`src/rtl/present_pkg.sv`:
```
// PRESENT-80 shared types, S-box tables and combinational round helpers.
// Decryption helpers are only used when PRESENT_DEC_EN is defined.
package present_pkg;

  localparam int BLOCK_W = 64;
  localparam int KEY_W   = 80;
  localparam logic [4:0] ROUNDS = 5'd31;

  localparam logic [3:0] SBOX [16] = '{
    4'hC, 4'h5, 4'h6, 4'hB, 4'h9, 4'h0, 4'hA, 4'hD,
    4'h3, 4'hE, 4'hF, 4'h8, 4'h4, 4'h7, 4'h1, 4'h2
  };

  localparam logic [3:0] SBOX_INV [16] = '{
    4'h5, 4'hE, 4'hF, 4'h8, 4'hC, 4'h1, 4'h2, 4'hD,
    4'hB, 4'h4, 4'h6, 4'h3, 4'h0, 4'h7, 4'h9, 4'hA
  };

  typedef enum logic [2:0] {
    LOAD, KEYEXP, XOR0, ROUND, FINAL, DONE
  } fsm_e;

  function automatic logic [63:0] s_layer(input logic [63:0] d);
    logic [63:0] q;
    q = '0;
    for (int i = 0; i < 16; i++) q[6'(4 * i) +: 4] = SBOX[d[6'(4 * i) +: 4]];
    return q;
  endfunction

  function automatic logic [63:0] s_inv_layer(input logic [63:0] d);
    logic [63:0] q;
    q = '0;
    for (int i = 0; i < 16; i++) q[6'(4 * i) +: 4] = SBOX_INV[d[6'(4 * i) +: 4]];
    return q;
  endfunction

  // bit i lands on 16*i mod 63; bit 63 never moves
  function automatic logic [63:0] p_layer(input logic [63:0] d);
    logic [63:0] q;
    q = '0;
    for (int i = 0; i < 63; i++) q[6'((16 * i) % 63)] = d[6'(i)];
    q[63] = d[63];
    return q;
  endfunction

  function automatic logic [63:0] p_inv_layer(input logic [63:0] d);
    logic [63:0] q;
    q = '0;
    for (int i = 0; i < 63; i++) q[6'(i)] = d[6'((16 * i) % 63)];
    q[63] = d[63];
    return q;
  endfunction

  function automatic logic [79:0] key_upd(input logic [79:0] k, input logic [4:0] r);
    logic [79:0] t;
    t = {k[18:0], k[79:19]};
    t[79:76] = SBOX[t[79:76]];
    t[19:15] = t[19:15] ^ r;
    return t;
  endfunction

  function automatic logic [79:0] key_inv(input logic [79:0] k, input logic [4:0] r);
    logic [79:0] t;
    t = k;
    t[19:15] = t[19:15] ^ r;
    t[79:76] = SBOX_INV[t[79:76]];
    return {t[60:0], t[79:61]};
  endfunction

endpackage

```
`src/rtl/present80_core_if.sv`:
```
// Operand/result bundle between the test harness (master) and the cipher core (slave).
interface present80_core_if;
  logic [63:0] block_i;
  logic [79:0] key_i;
  logic        encdec_i;
  logic [63:0] block_o;
  logic        end_enc;
  logic        end_dec;

  modport master (output block_i, key_i, encdec_i, input block_o, end_enc, end_dec);
  modport slave  (input block_i, key_i, encdec_i, output block_o, end_enc, end_dec);
endinterface

```
`src/rtl/present80_key_sched.sv`:
```
// Key register and round counter; steps forward (encrypt/expand) or backward (decrypt).
// Backward stepping exists only when PRESENT_DEC_EN is defined.
module present80_key_sched
  import present_pkg::*;
(
  input  logic               clk,
  input  logic               rst,
  input  logic               i_load,
  input  logic               i_fwd,
`ifdef PRESENT_DEC_EN
  input  logic               i_bwd,
  output logic [BLOCK_W-1:0] o_rk_inv,
`endif
  input  logic [KEY_W-1:0]   i_key,
  output logic [BLOCK_W-1:0] o_rk,
  output logic [4:0]         o_rnd
);

  logic [KEY_W-1:0] r_key;
  logic [4:0]       r_rnd;

`ifdef PRESENT_DEC_EN
  logic [KEY_W-1:0] w_key_inv;
  assign w_key_inv = key_inv(r_key, r_rnd);
  assign o_rk_inv  = w_key_inv[79:16];
`endif

  assign o_rk  = r_key[79:16];
  assign o_rnd = r_rnd;

  // counter saturates at ROUNDS so the decrypt pass starts from round 31
  always_ff @(posedge clk or posedge rst) begin
    if (rst) begin
      r_key <= '0;
      r_rnd <= '0;
    end else if (i_load) begin
      r_key <= i_key;
      r_rnd <= 5'd1;
    end else if (i_fwd) begin
      r_key <= key_upd(r_key, r_rnd);
      r_rnd <= (r_rnd == ROUNDS) ? r_rnd : r_rnd + 5'd1;
`ifdef PRESENT_DEC_EN
    end else if (i_bwd) begin
      r_key <= w_key_inv;
      r_rnd <= r_rnd - 5'd1;
`endif
    end
  end

endmodule

```
`src/rtl/present80_core.sv`:
```
// Round-iterative PRESENT-80 core; one operation per reset release.
// PRESENT_DEC_EN enables the decryption datapath.
//
//   state  | meaning
//   LOAD   | capture block/key, pick direction
//   KEYEXP | run key schedule forward to K32 (decrypt)
//   XOR0   | whiten with K32 (decrypt)
//   ROUND  | one cipher round, forward or inverse
//   FINAL  | final key whitening (encrypt)
//   DONE   | hold result, raise end flag
module present80_core
  import present_pkg::*;
(
  input  logic           clk,
  input  logic           rst,
  present80_core_if.slave bus
);

  fsm_e               r_fsm, w_fsm_nxt;
  logic [BLOCK_W-1:0] r_state, w_state_nxt;
  logic               r_end_enc, r_end_dec;
  logic               w_load, w_fwd;
  logic [BLOCK_W-1:0] w_rk;
  logic [4:0]         w_rnd;

`ifdef PRESENT_DEC_EN
  logic               w_bwd;
  logic [BLOCK_W-1:0] w_rk_inv;
`endif

  present80_key_sched u_key_sched (
    .clk      (clk),
    .rst      (rst),
    .i_load   (w_load),
    .i_fwd    (w_fwd),
`ifdef PRESENT_DEC_EN
    .i_bwd    (w_bwd),
    .o_rk_inv (w_rk_inv),
`endif
    .i_key    (bus.key_i),
    .o_rk     (w_rk),
    .o_rnd    (w_rnd)
  );

  always_ff @(posedge clk or posedge rst) begin
    if (rst) begin
      r_fsm     <= LOAD;
      r_state   <= '0;
      r_end_enc <= 1'b0;
      r_end_dec <= 1'b0;
    end else begin
      r_fsm     <= w_fsm_nxt;
      r_state   <= w_state_nxt;
      r_end_enc <= (r_fsm == DONE) & ~bus.encdec_i;
      r_end_dec <= (r_fsm == DONE) & bus.encdec_i;
    end
  end

  always_comb begin
    w_fsm_nxt   = r_fsm;
    w_state_nxt = r_state;
    w_load      = 1'b0;
    w_fwd       = 1'b0;
`ifdef PRESENT_DEC_EN
    w_bwd       = 1'b0;
`endif
    case (r_fsm)
      LOAD: begin
        w_load      = 1'b1;
        w_state_nxt = bus.block_i;
        if (!bus.encdec_i) begin
          w_fsm_nxt = ROUND;
        end else begin
`ifdef PRESENT_DEC_EN
          w_fsm_nxt = KEYEXP;
`else
          // no decrypt hardware: finish at once with a zero result
          w_fsm_nxt   = DONE;
          w_state_nxt = '0;
`endif
        end
      end
`ifdef PRESENT_DEC_EN
      KEYEXP: begin
        w_fwd = 1'b1;
        if (w_rnd == ROUNDS) w_fsm_nxt = XOR0;
      end
      XOR0: begin
        w_state_nxt = r_state ^ w_rk;
        w_fsm_nxt   = ROUND;
      end
`endif
      ROUND: begin
        if (!bus.encdec_i) begin
          w_fwd       = 1'b1;
          w_state_nxt = p_layer(s_layer(r_state ^ w_rk));
          if (w_rnd == ROUNDS) w_fsm_nxt = FINAL;
        end else begin
`ifdef PRESENT_DEC_EN
          w_bwd       = 1'b1;
          w_state_nxt = s_inv_layer(p_inv_layer(r_state)) ^ w_rk_inv;
          if (w_rnd == 5'd1) w_fsm_nxt = DONE;
`else
          w_fsm_nxt = DONE;
`endif
        end
      end
      FINAL: begin
        w_state_nxt = r_state ^ w_rk;
        w_fsm_nxt   = DONE;
      end
      DONE: w_fsm_nxt = DONE;
      default: w_fsm_nxt = LOAD;
    endcase
  end

  assign bus.block_o = r_state;
  assign bus.end_enc = r_end_enc;
  assign bus.end_dec = r_end_dec;

endmodule

```
`src/flat_wrapper.sv`:
```
// flat-port wrapper written by rule: the top's interface ports become plain ports
module present80_core_flat import present_pkg::*;
  (clk, rst, bus_block_i, bus_key_i, bus_encdec_i, bus_block_o, bus_end_enc, bus_end_dec);
  present80_core_if bus_i ();
  input  logic clk;
  input  logic rst;
  input wire logic [$bits(bus_i.block_i)-1:0] bus_block_i;
  input wire logic [$bits(bus_i.key_i)-1:0] bus_key_i;
  input wire logic [$bits(bus_i.encdec_i)-1:0] bus_encdec_i;
  output wire logic [$bits(bus_i.block_o)-1:0] bus_block_o;
  output wire logic [$bits(bus_i.end_enc)-1:0] bus_end_enc;
  output wire logic [$bits(bus_i.end_dec)-1:0] bus_end_dec;
  assign bus_i.block_i = bus_block_i;
  assign bus_i.key_i = bus_key_i;
  assign bus_i.encdec_i = bus_encdec_i;
  assign bus_block_o = bus_i.block_o;
  assign bus_end_enc = bus_i.end_enc;
  assign bus_end_dec = bus_i.end_dec;
  present80_core u_core (.clk(clk), .rst(rst), .bus(bus_i));
endmodule
```
`config.mk`:
```
export PLATFORM = sky130hd
export DESIGN_NAME = present80_core_flat
export DESIGN_NICKNAME = d
export VERILOG_FILES = /design/src/rtl/present_pkg.sv /design/src/rtl/present80_core_if.sv /design/src/rtl/present80_key_sched.sv /design/src/rtl/present80_core.sv /design/src/flat_wrapper.sv
export SDC_FILE = /design/constraint.sdc
export NUM_CORES = 1
export LEC_CHECK = 0
export BUFFER_PORTS_ARGS = -buffer_cell sky130_fd_sc_hd__buf_2
export CAP_MARGIN = 20
export CORE_ASPECT_RATIO = 1.5
export CORE_MARGIN = 2
export CORE_UTILIZATION = 40
export CTS_BUF_LIST = sky130_fd_sc_hd__clkbuf_16
export DETAILED_ROUTE_END_ITERATION = 10
export HOLD_SLACK_MARGIN = 0.1
export PLACE_DENSITY = 0.72
export SYNTH_ARGS = -nofsm -noshare
export SYNTH_HDL_FRONTEND = slang
export SYNTH_HIERARCHICAL = 1
export SYNTH_SLANG_ARGS = --single-unit
```
`constraint.sdc`:
```
create_clock -name clk -period 2.6 [get_ports clk]
set_clock_uncertainty 0.1 [all_clocks]
set_input_delay 0.52 -clock clk [delete_from_list [all_inputs] [get_ports clk]]
set_output_delay 0.52 -clock clk [all_outputs]
set_load 0.01 [all_outputs]
```
==> flow_metrics.tcl <==
set metrics [dict create \
    status "complete, no violations" \
    die-area_sq_um 24900 \
    drc 0 \
    cts_sinks 154 \
    crit_path_end_kind "register" \
    insertion_delay_ns 0.43 \
    io_pins 213 \
    fin_tns_setup_ns 0 \
    cts_root_buffer "clkbuf_16" \
    internal_power_mw 7.42 \
    final_cell_count_no_fill 1490 \
    synth.avg_cell_area_sq_um 9.16 \
    grt_max_degree 167 \
    worstPathMaxFanout 63 \
    first_pass_iters 5 \
    cts.clk_slew.worst_paths_ns 0.07 \
    synth-simple-area-share_pct 13.5 \
    syn_nets 1201 \
    area_growth_pct 16.6 \
    crit_arrival_ns 2.41 \
    die_x_microns 129 \
    cts_buffers 17 \
    rsz0062_at_grt "no" \
    ant_nets 0 \
    clock_path_buffers 2 \
    drtIter0Drc 524 \
    fin_crit_ns 2.23 \
    combPwrFrac_pct 44.7 \
    slew_violations 0 \
    drive_above_1_share_pct 25.3 \
    htreeDepth 4 \
    cts_resized 0 \
    coreArea_sq_um 23100 \
    netSwitchingFraction_pct 43.6 \
    antenna_found_initial 0 \
    cts_setup_buffers 0 \
    p_leak_nw 4.72 \
    finalHoldViolCount 0 \
    cellPowerDensity_nw_per_um2 1190 \
    slew-limit-headroom_pct 49.6 \
    drt_wl_total_mm 28.9 \
    start_util_pct 40.8 \
    synth_xor_area_share_pct 4.45 \
    drt-vias-per-instance 5.37 \
    synthCells 1031 \
    cts_tree "yes" \
    r2r_end "u_core/u_key_sched/r_key[70]" \
    crit_start "u_core/r_fsm[2]" \
    rrSetupSlack_ns 0.37 \
    grt_pass1_vias 7833 \
    dpl.hpwl_mm 22.1 \
    tightest_slew_ns 0.757 \
    synth_edf_count 0 \
    grt_first_pass_wirelength_mm 43.6 \
    yosysWarnings 6 \
    switchingPower_mw 5.74 \
    place_congestion 0.869 \
    hp-start "bus_key_i[48]" \
    port_buffers 212 \
    synth.yosys.seq_area_share_pct 40.8 \
    p_clk_share_pct 19.0 \
    rr_worst_depth 6 \
    die_h_microns 192 \
    max_freq_mhz 449 \
    drv_cap 0 \
    wl_per_cell_microns 19.4 \
    synthAdderAreaFrac_pct 3.05 \
    min_path_cells 3 \
    finish.net_count 1332 \
    setup_viol 0 \
    syn_area_sq_um 9450 \
    synth_flop_cell "dfrtp_1" \
    fp-row-count 68 \
    synth_top_family_by_area "compound AO/OA/AOI/OAI gates" \
    synth_compound_area_share_pct 16.9 \
    async_flop_share_pct 100 \
    antenna_cells 0 \
    ys_types 43 \
    ys_seq_elements 154 \
    seqPwrFrac_pct 36.3 \
    muxShareOfSynthArea_pct 11.3 \
    ir_worst_vdd_mv 0.583 \
    fin_crit_sh_pct 85.7 \
    startpoint_type "register" \
    setup_ws_ns 0.371 \
    ctsHoldBuffers 1 \
    worstReg2RegStart "u_core/r_fsm[2]" \
    holdPathEnd "u_core/u_key_sched/r_key[48]" \
    dp.cells 1456 \
    cp.required_ns 2.78 \
    hold_class "in -> reg" \
    place_ws_ns 0.276 \
    gr-usage-all-layers_pct 23.4 \
    vias 8003 \
    grt-ovfl-total 0 \
    critical_path_class "reg -> reg" \
]
-- synth_stat cells, drive strengths merged, types with 3 or more instances --
cell type / number / area (sq um)
xor2: 30 / 263
nand2b: 8 / 50.1
a21oi: 68 / 344
mux2i: 84 / 841
ha: 23 / 288
and2: 3 / 18.8
nor2: 28 / 108
xnor2: 18 / 158
o211ai: 11 / 82.6
dfrtp: 154 / 3850
a221oi: 6 / 52.6
buf: 90 / 701
o21ai: 199 / 996
nand3: 11 / 55.1
mux4: 9 / 203
clkbuf: 42 / 158
nand2: 138 / 518
nor3b: 59 / 443
inv: 25 / 93.8
-- power by group through the flow --
stage          Combinational [mW]  Sequential [mW]  Clock [mW]
2_1_floorplan                4.65             4.28           0
3_3_place_gp                 5.61             4.75           0
3_5_place_dp                 5.83             4.79           0
4_1_cts                      5.86             4.75        2.54
5_1_grt                      6.57             4.88        2.65
6_report                     5.88             4.77        2.50
-- critical path, stage by stage (launching register included) --
cell and delay, ns:
dfrtp_1 0.41, buf_4 0.18, nand3b_1 0.31, nor2_4 0.28
buf_12 0.38, mux2i_1 0.26, o21ai_0 0.09
-- placed cells by master (no fill, tap or decap), drive strengths merged, types with 2 or more instances in the layout --
master	instances
a221oi	6
xnor2	18
inv	31
bufinv	2
ha	23
and2	3
nor3b	59
xor2	30
o21ai	199
mux2i	84
nand3	11
mux4	9
a32oi	2
buf	243
dfrtp	154
mux2	2
o22ai	2
a22o	2
nor2	28
o221ai	2
clkbuf	17
clkinvlp	3
a21oi	68
nand2b	8
nand3b	2
nor3	2
nand2	138
o21a	2
o211ai	11
clkinv	4
-- how the worst max path moves through the flow --
stage,endpoint,depth (start not counted)
floorplan,u_core/bus.block_o[0],1
global placement,u_core/bus.block_o[52],6
detailed placement,u_core/bus.block_o[33],6
CTS,u_core/bus.block_o[33],7
global route,u_core/u_key_sched/r_key[33],6
finish,u_core/u_key_sched/r_key[70],6
-- sequential cells by signal (all words and copies together), names as in the netlist --
name                      count
u_core/u_key_sched/r_key     80
u_core/bus.block_o           64
u_core/bus.end_dec            1
u_core/bus.end_enc            1
u_core/r_fsm                  3
u_core/u_key_sched/o_rnd      5
-- logic make-up (layout without fill, tap and decap cells) --
| kind of cell | count (synthesis) | after routing |
|---|---|---|
| flops | 154 | 154 |
| mux | 95 | 95 |
| xor+xnor | 48 | 48 |
| fa+ha+maj | 23 | 23 |
| compound gates | 298 | 298 |
| simple gates | 256 | 256 |
| buf+inv | 157 | 301 |
-- per-layer routing --
layer	part of all wire, %	GRT usage, %	wire length, microns	up-vias
li1	-	-	-	3781
met5	0	0	0	-
met1	40	29.1	11600	3837
met2	50	39.0	14300	315
met4	4.9	12.0	1410	0
met3	5.3	4.01	1540	70
-- final cells by class --
cell class | count | area, sq um
fillers | 2281 | 12100
multi-input cells | 720 | 4670
flip-flops and latches | 154 | 3850
repair buffers | 244 | 1410
clock buffers | 17 | 425
well taps | 315 | 394
clock inverters | 15 | 160
inverters | 25 | 97.6
-- per-stage QoR --
step	area, sq um	total power [mW]	utilization, %	hold slack [ns]
final	11000	13.2	47.6	0.197
after global routing	11000	14.1	47.6	0.205
after CTS	11000	13.1	47.5	0.181
after detailed placement	10400	10.6	45.0	0.406
after global placement	10400	10.4	45.0	0.389
after floorplan	9450	8.93	-	0.429
Note: power is estimated with default switching activity, not from simulation.
